<file path="src/rtl/rvfi_imem_shadow_check.sv">
// rtl/rvfi_imem_shadow_check.sv - RVFI instruction-memory shadow checker; RVFI_IMEM_FENCEI_EN lets FENCE.I forget learned halfwords
module rvfi_imem_shadow_check #(
    parameter int XLEN = 32,
    parameter int NRET = 1,
    parameter int NENT = 4,
    parameter int CNTW = 16
) (
    input  logic                                   clk,
    input  logic                                   resetn,
    input  logic [NENT*XLEN-1:0]                   track_addr,
    input  logic [NRET-1:0]                        rvfi_valid,
    input  logic [NRET-1:0]                        rvfi_trap,
    input  logic [NRET*32-1:0]                     rvfi_insn,
    input  logic [NRET*XLEN-1:0]                   rvfi_pc_rdata,
    output logic [NENT-1:0]                        learned,
    output logic                                   err,
    output logic [((NENT > 1) ? $clog2(NENT) : 1)-1:0] err_entry,
    output logic [15:0]                            err_exp,
    output logic [15:0]                            err_got,
    output logic [CNTW-1:0]                        check_cnt
);
    localparam int EW = (NENT > 1) ? $clog2(NENT) : 1;
    localparam int SW = CNTW + 32;

    logic [NENT-1:0]  learned_d;
    logic [15:0]      data_q [NENT];
    logic [15:0]      data_d [NENT];
    logic [31:0]      inc;
    logic             mismatch;
    logic [EW-1:0]    mm_entry;
    logic [15:0]      mm_exp;
    logic [15:0]      mm_got;
    logic [XLEN-2:0]  pc_h;
    logic [XLEN-2:0]  pc_hi_h;
    logic [31:0]      insn;
    logic             hit;
    logic [15:0]      hw;
    logic [SW-1:0]    cnt_sum;
    logic [CNTW-1:0]  cnt_next;
    logic             unused_lsbs;

    // Addresses are halfword-granular: only bits [XLEN-1:1] take part in compares.
    always_comb begin
        unused_lsbs = 1'b0;
        for (int e = 0; e < NENT; e++) unused_lsbs = unused_lsbs ^ track_addr[e*XLEN];
        for (int c = 0; c < NRET; c++) unused_lsbs = unused_lsbs ^ rvfi_pc_rdata[c*XLEN];
    end

    always_comb begin
        learned_d = learned;
        for (int e = 0; e < NENT; e++) data_d[e] = data_q[e];
        inc      = '0;
        mismatch = 1'b0;
        mm_entry = '0;
        mm_exp   = '0;
        mm_got   = '0;
        pc_h     = '0;
        pc_hi_h  = '0;
        insn     = '0;
        hit      = 1'b0;
        hw       = '0;
        for (int c = 0; c < NRET; c++) begin
            if (rvfi_valid[c] && !rvfi_trap[c]) begin
                pc_h    = rvfi_pc_rdata[c*XLEN+1 +: XLEN-1];
                pc_hi_h = pc_h + 1'b1;
                insn    = rvfi_insn[c*32 +: 32];
                // k=0 is the low-halfword pass, k=1 the high-halfword pass.
                for (int k = 0; k < 2; k++) begin
                    for (int e = 0; e < NENT; e++) begin
                        if (k == 0) begin
                            hit = (pc_h == track_addr[e*XLEN+1 +: XLEN-1]);
                            hw  = insn[15:0];
                        end else begin
                            hit = (insn[1:0] == 2'b11) && (pc_hi_h == track_addr[e*XLEN+1 +: XLEN-1]);
                            hw  = insn[31:16];
                        end
                        if (hit) begin
                            if (!learned_d[e]) begin
                                learned_d[e] = 1'b1;
                                data_d[e]    = hw;
                            end else begin
                                inc = inc + 32'd1;
                                if (hw != data_d[e]) begin
                                    if (!mismatch) begin
                                        mm_entry = EW'(e);
                                        mm_exp   = data_d[e];
                                        mm_got   = hw;
                                    end
                                    mismatch = 1'b1;
                                end
                            end
                        end
                    end
                end
`ifdef RVFI_IMEM_FENCEI_EN
                if (insn[6:0] == 7'b0001111 && insn[14:12] == 3'b001) learned_d = '0;
`endif
            end
        end
        cnt_sum  = SW'(check_cnt) + SW'(inc);
        cnt_next = (cnt_sum > SW'({CNTW{1'b1}})) ? {CNTW{1'b1}} : cnt_sum[CNTW-1:0];
    end

`ifdef FORMAL
    always_comb begin
        if (resetn) assert (!mismatch);
    end
`endif

    always_ff @(posedge clk) begin
        if (!resetn) begin
            learned   <= '0;
            err       <= 1'b0;
            err_entry <= '0;
            err_exp   <= '0;
            err_got   <= '0;
            check_cnt <= '0;
            for (int e = 0; e < NENT; e++) data_q[e] <= '0;
        end else begin
            learned   <= learned_d;
            check_cnt <= cnt_next;
            for (int e = 0; e < NENT; e++) data_q[e] <= data_d[e];
            if (mismatch && !err) begin
                err       <= 1'b1;
                err_entry <= mm_entry;
                err_exp   <= mm_exp;
                err_got   <= mm_got;
            end
        end
    end
endmodule

</file>
<file path="config.mk">
export PLATFORM = sky130hd
export DESIGN_NAME = rvfi_imem_shadow_check
export DESIGN_NICKNAME = d
export VERILOG_FILES = /design/src/rtl/rvfi_imem_shadow_check.sv
export SDC_FILE = /design/constraint.sdc
export NUM_CORES = 1
export LEC_CHECK = 0
export ABC_CLOCK_PERIOD_IN_PS = 19100
export CAP_MARGIN = 20
export CORE_AREA = 3 3 170 172
export CTS_CLUSTER_SIZE = 10
export DETAILED_ROUTE_END_ITERATION = 12
export DIE_AREA = 0 0 173 175
export HOLD_SLACK_MARGIN = 0.06
export PLACE_DENSITY_LB_ADDON = 0.15
export REMOVE_ABC_BUFFERS = 1
export SETUP_SLACK_MARGIN = 0.05
export SLEW_MARGIN = 0
export SYNTH_ARGS = -nofsm -noshare
export SYNTH_HDL_FRONTEND = slang
export SYNTH_SLANG_ARGS = --single-unit
</file>
<file path="constraint.sdc">
create_clock -name clk -period 19.1 [get_ports clk]
set_clock_uncertainty 0.05 [all_clocks]
set_input_delay 2.865 -clock clk [delete_from_list [all_inputs] [get_ports clk]]
set_output_delay 2.865 -clock clk [all_outputs]
set_load 0.005 [all_outputs]
</file>
==> impl_table.tex, run 1 <==
\begin{tabular}{lr}
\hline
Metric & Value \\
\hline
\multicolumn{2}{l}{\textbf{Power and ir drop}} \\
Cell internal power dissipation & 0.546 mW \\
PD cells & 48.7 nW/um\^{}2 \\
Lkg Pwr & 6.06 nW \\
Switching pwr & 0.273 mW \\
Tot Pwr & 0.819 mW \\
Gate power share & 0.272 \\
Clock network power share & 0.421 \\
Worst ir drop on vdd & 0.0000610 V \\
Switching Fraction & 0.333 \\
Seq pwr share & 0.307 \\
\multicolumn{2}{l}{\textbf{Synthesis}} \\
Share of the synthesized area in the top cell type & 0.174 \\
Flip-flop cell with the highest count after synthesis & sky130\_fd\_sc\_hd\_\_dfxtp\_1 \\
Multiplexer share of the synthesized area & 0.0517 \\
Mapped cell area & 13,700 um\^{}2 \\
Fraction of the mapped netlist area in simple logic gates & 0.260 \\
XOR/XNOR share of the synthesized area & 0.230 \\
Synthesized area per cell & 7.35 um\^{}2 \\
Gate count after technology mapping & 1,860 \\
Top cells by area, synth & sky130\_fd\_sc\_hd\_\_dfxtp\_1 17\%, sky130\_fd\_sc\_hd\_\_xnor2\_1 13\%, sky130\_fd\_sc\_hd\_\_xor2\_1 9.9\% \\
Count of cell types in the netlist & 97 \\
Number of storage elements in the synthesis netlist & 119 \\
Largest area contributor in the netlist & sky130\_fd\_sc\_hd\_\_dfxtp\_1 \\
Adder-cell share of the synthesized area & 0.0168 \\
Total of warnings raised by yosys & 0 \\
Async set-reset flop share out of synthesis & 0 \\
Compound-Gate Fraction of Synth Area & 0.206 \\
Sequential fraction of the synthesis area & 0.174 \\
Largest family of logic cells by synthesized area & simple AND/OR/NAND/NOR gates \\
Count of flip-flops with a built-in enable after synthesis & 0 \\
\multicolumn{2}{l}{\textbf{STA}} \\
Total count of max-transition violations in the final report & 0 \\
Max\_slew headroom & 0.249 \\
Post-route worst setup slack & 7.26 ns \\
Final Hold Violating Endpoints & 0 \\
Peak Freq & 84.4 MHz \\
TNS Setup & 0 ns \\
Transition time at the pin with the least slew margin & 1.13 ns \\
Fin crit share & 0.620 \\
RSZ-0062 raised after global routing & false \\
Post-layout min period & 11.84 ns \\
Final setup fails & 0 \\
\multicolumn{2}{l}{\textbf{CTS}} \\
Number of buffers inserted during clock tree synthesis & 17 \\
Post-CTS Setup Inserts & 0 \\
Maximum buffer depth of the clock tree & 2 \\
CTS root buffer & sky130\_fd\_sc\_hd\_\_clkbuf\_16 \\
Gates resized, CTS repair & 0 \\
Number of clock sinks seen by CTS & 119 \\
Clk\_lat worst skew & 0.43 ns \\
Clock Pin Slew Worst Setup and Hold Paths & 0.07 ns \\
CTS tree & done \\
Max H-tree Level & 4 \\
Hold-fix buffers at CTS & 0 \\
\multicolumn{2}{l}{\textbf{Floorplanning}} \\
Overall die height & 175 um \\
Standard-cell rows & 61 \\
Core Area & 27,600 um\^{}2 \\
Horiz. Die Dim & 173 um \\
I/O Pins & 251 \\
Area of the die & 30,300 um\^{}2 \\
Initial Util & 0.495 \\
\multicolumn{2}{l}{\textbf{Placed design}} \\
Final weighted congestion in routability-driven placement & 1.05 \\
DP Cell Count & 2,366 \\
Number of port buffers & 245 \\
Post-DP HPWL & 46,800 um \\
Pre-CTS setup slack & 7.05 ns \\
\multicolumn{2}{l}{\textbf{Drt}} \\
First-pass detailed-route iteration total & 6 \\
Detailed Route Iter0 Violations & 2,347 \\
Antenna-violating nets left & 0 \\
Total number of vias & 15,804 \\
Average detailed-routed wire length per instance & 26.4 um \\
DRC violation count after routing & 0 \\
Number of vias per cell & 6.59 \\
Wire length after detailed routing & 63,300 um \\
\multicolumn{2}{l}{\textbf{Global route}} \\
Vias in the first global route & 15,077 \\
Pin count of the biggest net entering global routing & 64 \\
Total congestion overflow & 0 \\
Antenna violations before repair & 1 \\
Tot GR Track Use & 0.400 \\
First-pass GRT wire length & 94,100 um \\
\multicolumn{2}{l}{\textbf{Hold path}} \\
Path type of the worst min-delay path & flip-flop to flip-flop \\
Number of cells traversed by the worst hold path & 2 \\
\multicolumn{2}{l}{\textbf{Cells and area}} \\
Synthesis-to-layout area growth & 23.0\% \\
Final nets & 2,220 \\
Filler-free cell count of the finished design & 2,397 \\
Antenna diode count & 0 \\
Number of inserted filler cells in the final layout & 2,554 \\
Proportion of layout cells with a drive suffix above 1 & 0.0664 \\
Most frequent cells in the layout & 244 x sky130\_fd\_sc\_hd\_\_clkdlybuf4s50\_1, 196 x sky130\_fd\_sc\_hd\_\_xnor2\_1, 178 x sky130\_fd\_sc\_hd\_\_nand2\_1, 155 x sky130\_fd\_sc\_hd\_\_xor2\_1, 138 x sky130\_fd\_sc\_hd\_\_nor2\_1 \\
Most common cell after layout, fill and taps aside & sky130\_fd\_sc\_hd\_\_clkdlybuf4s50\_1 \\
\multicolumn{2}{l}{\textbf{Job}} \\
Max-cap viol count & 0 \\
\multicolumn{2}{l}{\textbf{Worst setup path}} \\
Cell type with the highest occurrence count on the critical path & sky130\_fd\_sc\_hd\_\_ha\_1 \\
Critical Path Fanout Max & 13 \\
Critical Path Sink Type & flip-flop \\
CP max stage cell & sky130\_fd\_sc\_hd\_\_clkdlybuf4s50\_1 \\
Crit-path leading delay family & simple AND/OR/NAND/NOR gates \\
Critical Path Start Type & input pin \\
R2R cell count & 30 \\
CP Buf/Inv Count & 5 \\
Crit-path max cell delay & 0.99 ns \\
Critical path depth & 35 \\
Data required, critical path & 19.41 ns \\
Category of the most critical setup path & input pin to flip-flop \\
Crit path DAT & 12.16 ns \\
\multicolumn{2}{l}{\textbf{Run status}} \\
Status & completed \\
\hline
\end{tabular}
final timing paths:
| path | startpoint | to | slack, ns |
|---|---|---|---|
| setup / recovery | rvfi_pc_rdata[7] | check_cnt[5]$_SDFF_PN0_ | 7.26 |
| hold / removal | err_exp[13]$_SDFFE_PN0P_ | err_exp[13]$_SDFFE_PN0P_ | 0.41 |
| setup reg to reg | learned[0]$_SDFFE_PN0P_ | check_cnt[5]$_SDFF_PN0_ | 11.63 |
| hold reg to reg | err_exp[13]$_SDFFE_PN0P_ | err_exp[13]$_SDFFE_PN0P_ | 0.41 |
area by class of cell:
type,instances,area [um^2],area share
clock buffers,17,425,0.0253
multi-input cells,1548,10500,0.625
well taps,378,473,0.0281
flip-flops and latches,119,2380,0.142
clock inverters,14,174,0.0103
repair buffers,276,2680,0.159
inverters,45,169,0.0100
power groups by stage:
stage	Sequential [mW]	Clock [mW]	Combinational (mW)
global route	0.252	0.354	0.232
detailed placement	0.257	0	0.213
global placement	0.257	0	0.214
floorplan	0.257	0	0.0957
CTS	0.252	0.346	0.215
finish	0.252	0.344	0.223
cells in the mapped netlist (17+ instances only):
cell,instances
sky130_fd_sc_hd__xnor2_1,196
sky130_fd_sc_hd__nand2_1,178
sky130_fd_sc_hd__xor2_1,155
sky130_fd_sc_hd__nor2_1,140
sky130_fd_sc_hd__a21oi_1,130
sky130_fd_sc_hd__dfxtp_1,119
sky130_fd_sc_hd__o21ai_0,107
sky130_fd_sc_hd__clkbuf_1,86
sky130_fd_sc_hd__nand4_1,60
sky130_fd_sc_hd__mux2i_1,47
sky130_fd_sc_hd__nor4_1,45
sky130_fd_sc_hd__inv_1,43
sky130_fd_sc_hd__buf_2,35
sky130_fd_sc_hd__nand3_1,32
sky130_fd_sc_hd__o22ai_1,28
sky130_fd_sc_hd__nor3_1,27
sky130_fd_sc_hd__o211ai_1,24
sky130_fd_sc_hd__a21o_1,23
sky130_fd_sc_hd__mux2_2,21
sky130_fd_sc_hd__a221oi_1,20
sky130_fd_sc_hd__and3_1,17
sky130_fd_sc_hd__nand3b_1,17
sky130_fd_sc_hd__or3_1,17
worst register-to-register path, delay by kind of cell, from the launching register on:
kind / cells / cell delay, ns
and+or+nand+nor: 7 / 1.74
buffers and inverters: 4 / 0.37
AOI/OAI and AO/OA: 5 / 0.82
muxes: 6 / 1.78
DFF: 1 / 0.40
adders and majority gates: 8 / 2.28
registers in the layout, indices dropped and copies added (netlist names):
register and flops:
check_cnt 16, data_q 64, err 1, err_entry 2
err_exp 16, err_got 16, learned 4
per-layer routing:
metal | track usage | share of wire | up-vias
li1 | - | - | 6959
met1 | 0.512 | 0.40 | 7458
met2 | 0.629 | 0.43 | 1132
met3 | 0.0826 | 0.098 | 255
met4 | 0.227 | 0.065 | 0
met5 | 0 | 0 | -
stage by stage:
step	util	instance area [um^2]	hold WS, ns
after floorplan	-	13000	0.398
after global placement	0.587	16200	0.391
after detailed placement	0.587	16200	0.399
after CTS	0.609	16800	0.409
after global routing	0.609	16800	0.433
final	0.609	16800	0.408
cell families after synthesis:
group,Yosys count
xor gates and xnor gates,354
muxes,68
and+or+nand+nor,655
adders and majority gates,18
other,1
buffers and inverters,195
DFF,119
AOI/OAI and AO/OA,450
No activity file was read; power rests on OpenSTA's default activity.
==> run 2, diff against run 1 <==
--- a/config.mk
+++ b/config.mk
@@ -5,7 +5,7 @@
 export SDC_FILE = /design/constraint.sdc
 export NUM_CORES = 1
 export LEC_CHECK = 0
-export ABC_CLOCK_PERIOD_IN_PS = 19100
+export ABC_CLOCK_PERIOD_IN_PS = 11490
 export CAP_MARGIN = 20
 export CORE_AREA = 3 3 170 172
 export CTS_CLUSTER_SIZE = 10
==> constraint.sdc (replaced) <==
create_clock -name clk -period 11.49 [get_ports clk]
set_clock_uncertainty 0.05 [all_clocks]
set_input_delay 1.7235 -clock clk [delete_from_list [all_inputs] [get_ports clk]]
set_output_delay 1.7235 -clock clk [all_outputs]
set_load 0.005 [all_outputs]
==> impl_table.tex, run 2 (synthesized netlist as in run 1, its figures left out) <==
\begin{tabular}{lr}
\hline
Metric & Value \\
\hline
\multicolumn{2}{l}{\textbf{Floorplanning}} \\
Overall die height & 175 um (unchanged) \\
I/O Pins & 251 (unchanged) \\
Area of the die & 30,300 um\^{}2 (unchanged) \\
Standard-cell rows & 61 (unchanged) \\
Core Area & 27,600 um\^{}2 (unchanged) \\
Initial Util & 0.495 (unchanged) \\
Horiz. Die Dim & 173 um (unchanged) \\
\multicolumn{2}{l}{\textbf{Drt}} \\
Number of vias per cell & 6.47 (-1.8\%) \\
DRC violation count after routing & 0 (unchanged) \\
First-pass detailed-route iteration total & 8 (+2) \\
Detailed Route Iter0 Violations & 2,187 (-6.8\%) \\
Total number of vias & 15,652 (-0.96\%) \\
Average detailed-routed wire length per instance & 25.6 um (-3.1\%) \\
Wire length after detailed routing & 61,900 um (-2.2\%) \\
Antenna-violating nets left & 0 (unchanged) \\
\multicolumn{2}{l}{\textbf{Global route}} \\
First-pass GRT wire length & 92,400 um (-1.8\%) \\
Tot GR Track Use & 0.393 (-0.00701) \\
Pin count of the biggest net entering global routing & 66 (+3.1\%) \\
Antenna violations before repair & 0 (-1) \\
Total congestion overflow & 0 (unchanged) \\
Vias in the first global route & 14,877 (-1.3\%) \\
\multicolumn{2}{l}{\textbf{Run status}} \\
Status & completed \\
\multicolumn{2}{l}{\textbf{Worst setup path}} \\
Critical Path Fanout Max & 13 (unchanged) \\
Data required, critical path & 11.72 ns (-7.69 ns) \\
Critical Path Sink Type & flip-flop \\
Worst flop-to-flop path startpoint & learned[0]\$\_SDFFE\_PN0P\_ \\
Critical Path Source & rvfi\_pc\_rdata[5] \\
Category of the most critical setup path & input pin to flip-flop \\
Critical Path Start Type & input pin \\
CP max stage cell & sky130\_fd\_sc\_hd\_\_clkdlybuf4s50\_1 \\
Crit path DAT & 10.28 ns (-1.88 ns) \\
Crit-path max cell delay & 0.70 ns (-0.29 ns) \\
Slack of the worst reg-to-reg path & 4.31 ns (-7.32 ns) \\
\multicolumn{2}{l}{\textbf{CTS}} \\
Maximum buffer depth of the clock tree & 2 (unchanged) \\
Max H-tree Level & 4 (unchanged) \\
Clock Pin Slew Worst Setup and Hold Paths & 0.07 ns (about the same) \\
Hold-fix buffers at CTS & 0 (unchanged) \\
CTS root buffer & sky130\_fd\_sc\_hd\_\_clkbuf\_16 \\
Gates resized, CTS repair & 0 (unchanged) \\
Number of clock sinks seen by CTS & 119 (unchanged) \\
CTS tree & done \\
Number of buffers inserted during clock tree synthesis & 17 (unchanged) \\
Clk\_lat worst skew & 0.43 ns (about the same) \\
Post-CTS Setup Inserts & 0 (unchanged) \\
\multicolumn{2}{l}{\textbf{Cells and area}} \\
Most frequent cells in the layout & 244 x sky130\_fd\_sc\_hd\_\_clkdlybuf4s50\_1, 196 x sky130\_fd\_sc\_hd\_\_xnor2\_1, 178 x sky130\_fd\_sc\_hd\_\_nand2\_1, 155 x sky130\_fd\_sc\_hd\_\_xor2\_1, 138 x sky130\_fd\_sc\_hd\_\_nor2\_1 \\
Most common cell after layout, fill and taps aside & sky130\_fd\_sc\_hd\_\_clkdlybuf4s50\_1 \\
Proportion of layout cells with a drive suffix above 1 & 0.0755 (+0.00916) \\
Final nets & 2,239 (+0.86\%) \\
Synthesis-to-layout area growth & 24.0\% \\
Max reg flops & 64 (unchanged) \\
Most flop-heavy register & data\_q \\
\multicolumn{2}{l}{\textbf{Placed design}} \\
Number of port buffers & 245 (unchanged) \\
Final weighted congestion in routability-driven placement & 1.09 (+3.2\%) \\
Post-DP HPWL & 46,100 um (-1.7\%) \\
\multicolumn{2}{l}{\textbf{STA}} \\
Max\_slew headroom & 0.184 (-0.0642) \\
Transition time at the pin with the least slew margin & 1.22 ns (+0.0975 ns) \\
Worst hold slack after final layout & 0.407 ns (-0.00177 ns) \\
Total count of max-transition violations in the final report & 0 (unchanged) \\
Final Hold Violating Endpoints & 0 (unchanged) \\
Peak Freq & 99.5 MHz \\
Final setup fails & 0 (unchanged) \\
Post-layout min period & 10.05 ns \\
TNS Setup & 0 ns (unchanged) \\
RSZ-0062 raised after global routing & false \\
Fin crit share & 0.875 \\
\multicolumn{2}{l}{\textbf{Hold path}} \\
Worst Min Path Start & err\_exp[14]\$\_SDFFE\_PN0P\_ \\
Path type of the worst min-delay path & flip-flop to flip-flop \\
\multicolumn{2}{l}{\textbf{Power and ir drop}} \\
Worst ir drop on vdd & 0.0000731 V (+20\%) \\
Lkg Pwr & 6.15 nW (+1.5\%) \\
PD cells & 79.6 nW/um\^{}2 (+64\%) \\
\multicolumn{2}{l}{\textbf{Job}} \\
Max-cap viol count & 0 (unchanged) \\
\hline
\end{tabular}
## run 2: cell type report
cell class	instances	area, um^2
Tap cell	378	473
Clock inverter	13	148
Sequential cell	119	2380
Clock buffer	19	443
Inverter	45	169
Timing Repair Buffer	295	2820
Multi-Input combinational cell	1548	10500
Antenna cell	1	2.50
Fill cell	2520	10700
## run 2: final timing paths
kind	end	depth (start not counted)
setup / recovery	check_cnt[6]$_SDFF_PN0_	36
hold / removal	err_exp[14]$_SDFFE_PN0P_	2
setup reg to reg	check_cnt[6]$_SDFF_PN0_	31
hold reg to reg	err_exp[14]$_SDFFE_PN0P_	2
## run 2: through the flow
stage / power [mW] / setup WS, ns / instance area [um^2] / util / cells
global placement: 0.785 / 1.27 / 16400 / 0.593 / 2385
CTS: 1.34 / 1.51 / 17000 / 0.614 / 2417
detailed placement: 0.782 / 1.09 / 16400 / 0.593 / 2385
finish: 1.35 / 1.44 / 17000 / 0.614 / 2418
floorplan: 0.587 / 2.54 / 13000 / - / 1712
global route: 1.39 / 0.922 / 17000 / 0.614 / 2417
## run 2: report_power, final
part	internal (mW)	switching [mW]	leakage (nW)
clock	0.328	0.233	0.282
sequential	0.416	0.00274	0.959
combinational	0.154	0.217	4.91
## run 2: worst max-delay path, delay by kind of cell
kind | cells | cell delay (ns)
XOR/XNOR | 1 | 0.45
adder cells (fa/ha/maj) | 8 | 2.51
multiplexers | 7 | 1.90
buffers and inverters | 4 | 1.12
AO/OA/AOI/OAI | 5 | 0.89
AND/OR/NAND/NOR | 11 | 1.70
## run 2: layer usage
layer	global-route usage	wire length [um]	part of all wire	vias up
met1	0.501	24400	0.39	7237
li1	-	-	-	7010
met3	0.0876	6790	0.11	247
met5	0	0	0	-
met2	0.613	26600	0.43	1158
met4	0.229	4030	0.065	0
